### src/rtl/inst_queue.sv
// Circular instruction queue between fetch and the ROB, with field decode of the head entry.
// Optional same-cycle bypass of an incoming word into an empty queue: define IQ_BYPASS_EN.
module inst_queue #(
  parameter int unsigned IQ_DEPTH_LOG = 4
) (
  input  logic        clk_in,
  input  logic        rst_in,
  input  logic        rdy_in,
  input  logic        if_valid,
  input  logic [31:0] if_instr,
  input  logic [31:0] if_pc,
  output logic        iq_full,
  input  logic        flush_in,
  input  logic        rob_full,
  output logic        have_input,
  output logic [31:0] instr_input,
  output logic [31:0] instr_input_pc,
  output logic [16:0] opcode_if,
  output logic [4:0]  rd_if,
  output logic [4:0]  rs1_if,
  output logic [4:0]  rs2_if,
  output logic [31:0] imm_if
);

  localparam int unsigned Depth = 1 << IQ_DEPTH_LOG;
  localparam logic [IQ_DEPTH_LOG:0] FullCnt = Depth[IQ_DEPTH_LOG:0];

  logic [31:0]             instr_mem [Depth];
  logic [31:0]             pc_mem    [Depth];
  logic [IQ_DEPTH_LOG-1:0] head, tail;
  logic [IQ_DEPTH_LOG:0]   count;
  logic                    queued, bypass, enq, deq;
  logic [31:0]             instr;

  assign iq_full = (count == FullCnt);
  assign queued  = (count != '0);

`ifdef IQ_BYPASS_EN
  // An empty queue forwards the fetch word directly; it is written only if the ROB stalls.
  assign bypass         = rdy_in && !queued && if_valid && !flush_in;
  assign have_input     = queued || bypass;
  assign instr          = bypass ? if_instr : instr_mem[head];
  assign instr_input_pc = bypass ? if_pc : pc_mem[head];
`else
  assign bypass         = 1'b0;
  assign have_input     = queued;
  assign instr          = instr_mem[head];
  assign instr_input_pc = pc_mem[head];
`endif

  assign enq = rdy_in && if_valid && !iq_full && !flush_in && !(bypass && !rob_full);
  assign deq = rdy_in && queued && !rob_full && !flush_in;

  always_ff @(posedge clk_in) begin
    if (rst_in) begin
      head  <= '0;
      tail  <= '0;
      count <= '0;
      for (int i = 0; i < Depth; i++) begin
        instr_mem[i] <= '0;
        pc_mem[i]    <= '0;
      end
    end else if (rdy_in) begin
      if (flush_in) begin
        head  <= '0;
        tail  <= '0;
        count <= '0;
      end else begin
        if (enq) begin
          instr_mem[tail] <= if_instr;
          pc_mem[tail]    <= if_pc;
          tail            <= tail + 1'b1;
        end
        if (deq) head <= head + 1'b1;
        if (enq && !deq) count <= count + 1'b1;
        else if (deq && !enq) count <= count - 1'b1;
      end
    end
  end

  assign instr_input = instr;
  assign opcode_if   = {instr[31:25], instr[14:12], instr[6:0]};
  assign rd_if       = instr[11:7];
  assign rs1_if      = instr[19:15];
  assign rs2_if      = instr[24:20];

  always_comb begin
    imm_if = '0;
    case (instr[6:0])
      7'b0000011, 7'b1100111: imm_if = {{20{instr[31]}}, instr[31:20]};
      7'b0010011: begin
        // Shift-immediates carry a shamt, not a signed immediate.
        if (instr[13:12] == 2'b01) imm_if = {27'b0, instr[24:20]};
        else                       imm_if = {{20{instr[31]}}, instr[31:20]};
      end
      7'b0100011: imm_if = {{20{instr[31]}}, instr[31:25], instr[11:7]};
      7'b1100011: imm_if = {{19{instr[31]}}, instr[31], instr[7], instr[30:25],
                            instr[11:8], 1'b0};
      7'b0110111, 7'b0010111: imm_if = {instr[31:12], 12'b0};
      7'b1101111: imm_if = {{11{instr[31]}}, instr[31], instr[19:12], instr[20],
                            instr[30:21], 1'b0};
      default: imm_if = '0;
    endcase
  end

endmodule
### config.mk
export PLATFORM = sky130hd
export DESIGN_NAME = inst_queue
export DESIGN_NICKNAME = d
export VERILOG_FILES = /design/src/rtl/inst_queue.sv
export SDC_FILE = /design/constraint.sdc
export NUM_CORES = 1
export LEC_CHECK = 0
export BUFFER_PORTS_ARGS = -buffer_cell sky130_fd_sc_hd__buf_2
export CORE_MARGIN = 2
export CORE_UTILIZATION = 27
export DETAILED_ROUTE_END_ITERATION = 12
export HOLD_SLACK_MARGIN = 0.02
export PLACE_DENSITY = 0.49
export SYNTH_ARGS = -nofsm -noshare
export SYNTH_HDL_FRONTEND = slang
export SYNTH_SLANG_ARGS = --single-unit
### constraint.sdc
create_clock -name clk_in -period 3.2 [get_ports clk_in]
set_clock_uncertainty 0.2 [all_clocks]
set_input_delay 0.48 -clock clk_in [delete_from_list [all_inputs] [get_ports clk_in]]
set_output_delay 0.48 -clock clk_in [all_outputs]
set_load 0.1 [all_outputs]
==> metrics.md <==
| Metric | Value |
|---|---|
| Avg Cell Area, Syn | around 16 um2 |
| Cells after Synth | around 2900 |
| Commonest non-fill, non-tap cell in the layout | and2_1 |
| Worst Path Arrival | 3.55 ns |
| Post-route clock period utilization | 132% |
| Tot Pwr | 31100 uW |
| YS warnings | 0 |
| Antenna-violating nets left | 0 |
| Synth-to-layout area growth | 25.5% |
| NetSw | between 7000 and 8000 uW |
| Post-DP HPWL | 77.1 mm |
| # rows | 153 |
| Core area | about 170000 um2 |
| Pleak | 0.0211 uW |
| PnR worst setup slack | -1.03 ns |
| Relative slew slack | 54.6% |
| Top_reg_cell synth | edfxtp_1 |
| VDD IR-drop max | 0.400 mV |
| First drt pass iteration count | 5 |
| Worst-path clk slew | 0.06 ns |
| Clock Sinks | 1041 |
| Most frequent cells in the layout | and2_1 (1025), edfxtp_1 (1024), mux4_2 (310), buf_12 (170), clkbuf_16 (117) |
| Chip width | 423 um |
| Clock Latency Late Sink | 0.72 ns |
| # DRC | 0 |
| Final worst path period need | about 4.2 ns |
| Hold Fails Final Rpt | 0 |
| Cell Area, Synth | between 40000 and 50000 um2 |
| Design area | 59400 um2 |
| Synth top area cells | edfxtp_1 (65%), mux4_2 (15%), and2_1 (14%) |
| Sw frac | 25.1% |
| CTS tree | yes |
| Int Pwr | 23300 uW |
| Layout cell share with drive strength beyond 1 | 30.2% |
| Outcome | finished, violations left |
| Fill cells | 16383 |
| Sequential power share | 50.0% |
| Clk buf depth | 3 |
| Async SR Flop Fraction | 0% |
| Syn_nets | just under 3000 |
| Via Count | 26314 |
| Combinational share of power | 11.1% |
| Initial Util | 27.2% |
| Top cell type's share of synthesized area | 64.9% |
| Final setup violation count | 128 |
| Largest net degree at the start of global routing | between 60 and 70 |
| Tot GR Track Use | 16.5% |
| Number of synthesized flops with an enable pin | 1024 |
| Area post-placement | 53300 um2 |
| Die Area | 179000 um2 |
| Routed wire length | about 150 mm |
| Root buffer cell | clkbuf_16 |
| Vias in the first global route | between 20000 and 30000 |
| Failing checks | negative setup slack |
| RSZ-0062 raised after global routing | yes |
| I/O Pins | 200 |
| Dominant cell type by area after synthesis | edfxtp_1 |
| Kind of critical path | reg -> out |
| Htree depth | 3 |
| Drt first-iter violations | 2805 |
| Crit path max fanout | 6 |
| Register area | between 30000 and 40000 um2 |
| Footprint of the multi-input gates | 15400 um2 |
| Crit. End Element | output pin |
| Antenna violations before repair | 22 |
| Post-synth cell types | 59 |
| CTS Buf Count | 109 |
| Sequential area share after synthesis | 65.7% |
| Hold crit path type | in -> reg |
| Fin nets | around 3300 |
| Port buffer count | 199 |
| DP Worst Slack | -0.681 ns |
| First-pass GRT wire length | 211 mm |
| DR WL/cell | 26.5 um |
| Max Fclk | 236 MHz |
| Slew Viols, Final | 0 |
| Power density over cell area | 523 nW/um2 |
| Startpoint types | flop |
| Vias/cell | 4.67 |
| Yosys reg bits | 1041 |
| Slew @ Worst Pin | slightly below 0.7 ns |
| Grt total ovfl | 0 |
| Max Cap Viol | 0 |
| Critical Path RT | 2.52 ns |
| Die H | 423 um |
| GPL Wtd Cong | between 0.7 and 0.8 |
| Clock share of power | 38.9% |
==> kinds of logic after synthesis <==
family                   share of synthesized area (%)
buffers and inverters                             2.94
XOR/XNOR                                        0.0925
adder cells (fa/ha/maj)                          0.280
AO/OA/AOI/OAI                                     1.22
flip-flops                                        65.7
AND/OR/NAND/NOR                                   14.7
multiplexers                                      15.1
==> worst paths after layout <==
kind                              start                        endpoint  slack [ns]  depth (start not counted)
setup / recovery                   flop                       imm_if[6]       -1.03                         10
hold / removal             if_instr[17]  instr_mem[9][17]$_SDFFCE_PN0P_        0.05                          2
setup reg to reg  count[0]$_SDFFE_PP0P_  instr_mem[0][22]$_SDFFCE_PN0P_        0.29                          8
hold reg to reg   count[1]$_SDFFE_PP0P_           count[1]$_SDFFE_PP0P_        0.32                          2
==> cells in the mapped netlist (all sizes together) (8+ instances only) <==
library cell / count
and2: 1033
a21oi: 18
a21o: 14
edfxtp: 1024
nand3: 8
nor3: 9
inv: 18
dfxtp: 17
buf: 89
clkbuf: 200
nor2: 31
ha: 9
o21ai: 16
mux4: 310
nand2: 20
or2: 16
mux2i: 11
==> flip-flops by register name, summed over array words and instances (netlist names), named ones only <==
| name | count |
|---|---|
| count | 5 |
| head | 4 |
| instr_mem | 512 |
| pc_mem | 512 |
| tail | 4 |
==> final cells by class <==
class	instances	area share (%)
antenna	4	0.0168
tap	2325	4.90
multi-input combinational	1553	25.9
clock inverter	62	0.746
timing repair buffer	495	11.1
inverter	19	0.156
clock buffer	135	4.76
sequential	1041	52.3
==> through the flow <==
| stage | util, % | setup TNS, ns | instances | hold WS [ns] |
|---|---|---|---|---|
| 3_5_place_dp | 30.6 | -32.91 | 5294 | 0.316 |
| 6_report | 34.1 | -88.94 | 5634 | 0.0516 |
| 4_1_cts | 33.7 | -98.53 | 5590 | 0.0216 |
| 5_1_grt | 34.1 | -103.52 | 5630 | 0.0525 |
| 2_1_floorplan | - | -15.67 | 2902 | 0.278 |
| 3_3_place_gp | 30.6 | -33.47 | 5294 | 0.311 |
==> power by group through the flow <==
stage,Combinational (uW),Clock (uW),Sequential [uW]
6_report,3440,12100,15500
3_3_place_gp,2970,0,15800
2_1_floorplan,2020,0,15800
3_5_place_dp,2970,0,15800
4_1_cts,3330,12300,15500
5_1_grt,3600,12800,15600
==> per-layer routing <==
metal  share of wire (%)  vias to the layer above  GRT usage (%)
met3                 5.8                      177           2.58
met5               0.023                        -              0
li1                    -                    11351              -
met4                 1.5                        6           3.04
met1                  44                    13903           22.9
met2                  49                      877           27.5
==> what timing repair did <==
item,4_1_cts,5_1_grt
resized for setup,223,141
hold buffers,57,0
buffers inserted,30,38
endpoints found under the hold margin,821,0
setup endpoints to repair,128,128
pin swaps,9,7
cloned,13,9
==> critical path, cell delays in order, from the launching register on <==
cell,delay (ns)
dfxtp_4,0.36
buf_12,0.12
mux4_2,0.48
mux4_2,0.55
a21oi_4,0.18
nand2_2,0.08
buf_6,0.12
a2111oi_4,0.40
buf_12,0.19
and2_4,0.16
buf_12,0.16
(Power assumes the default switching activity.)
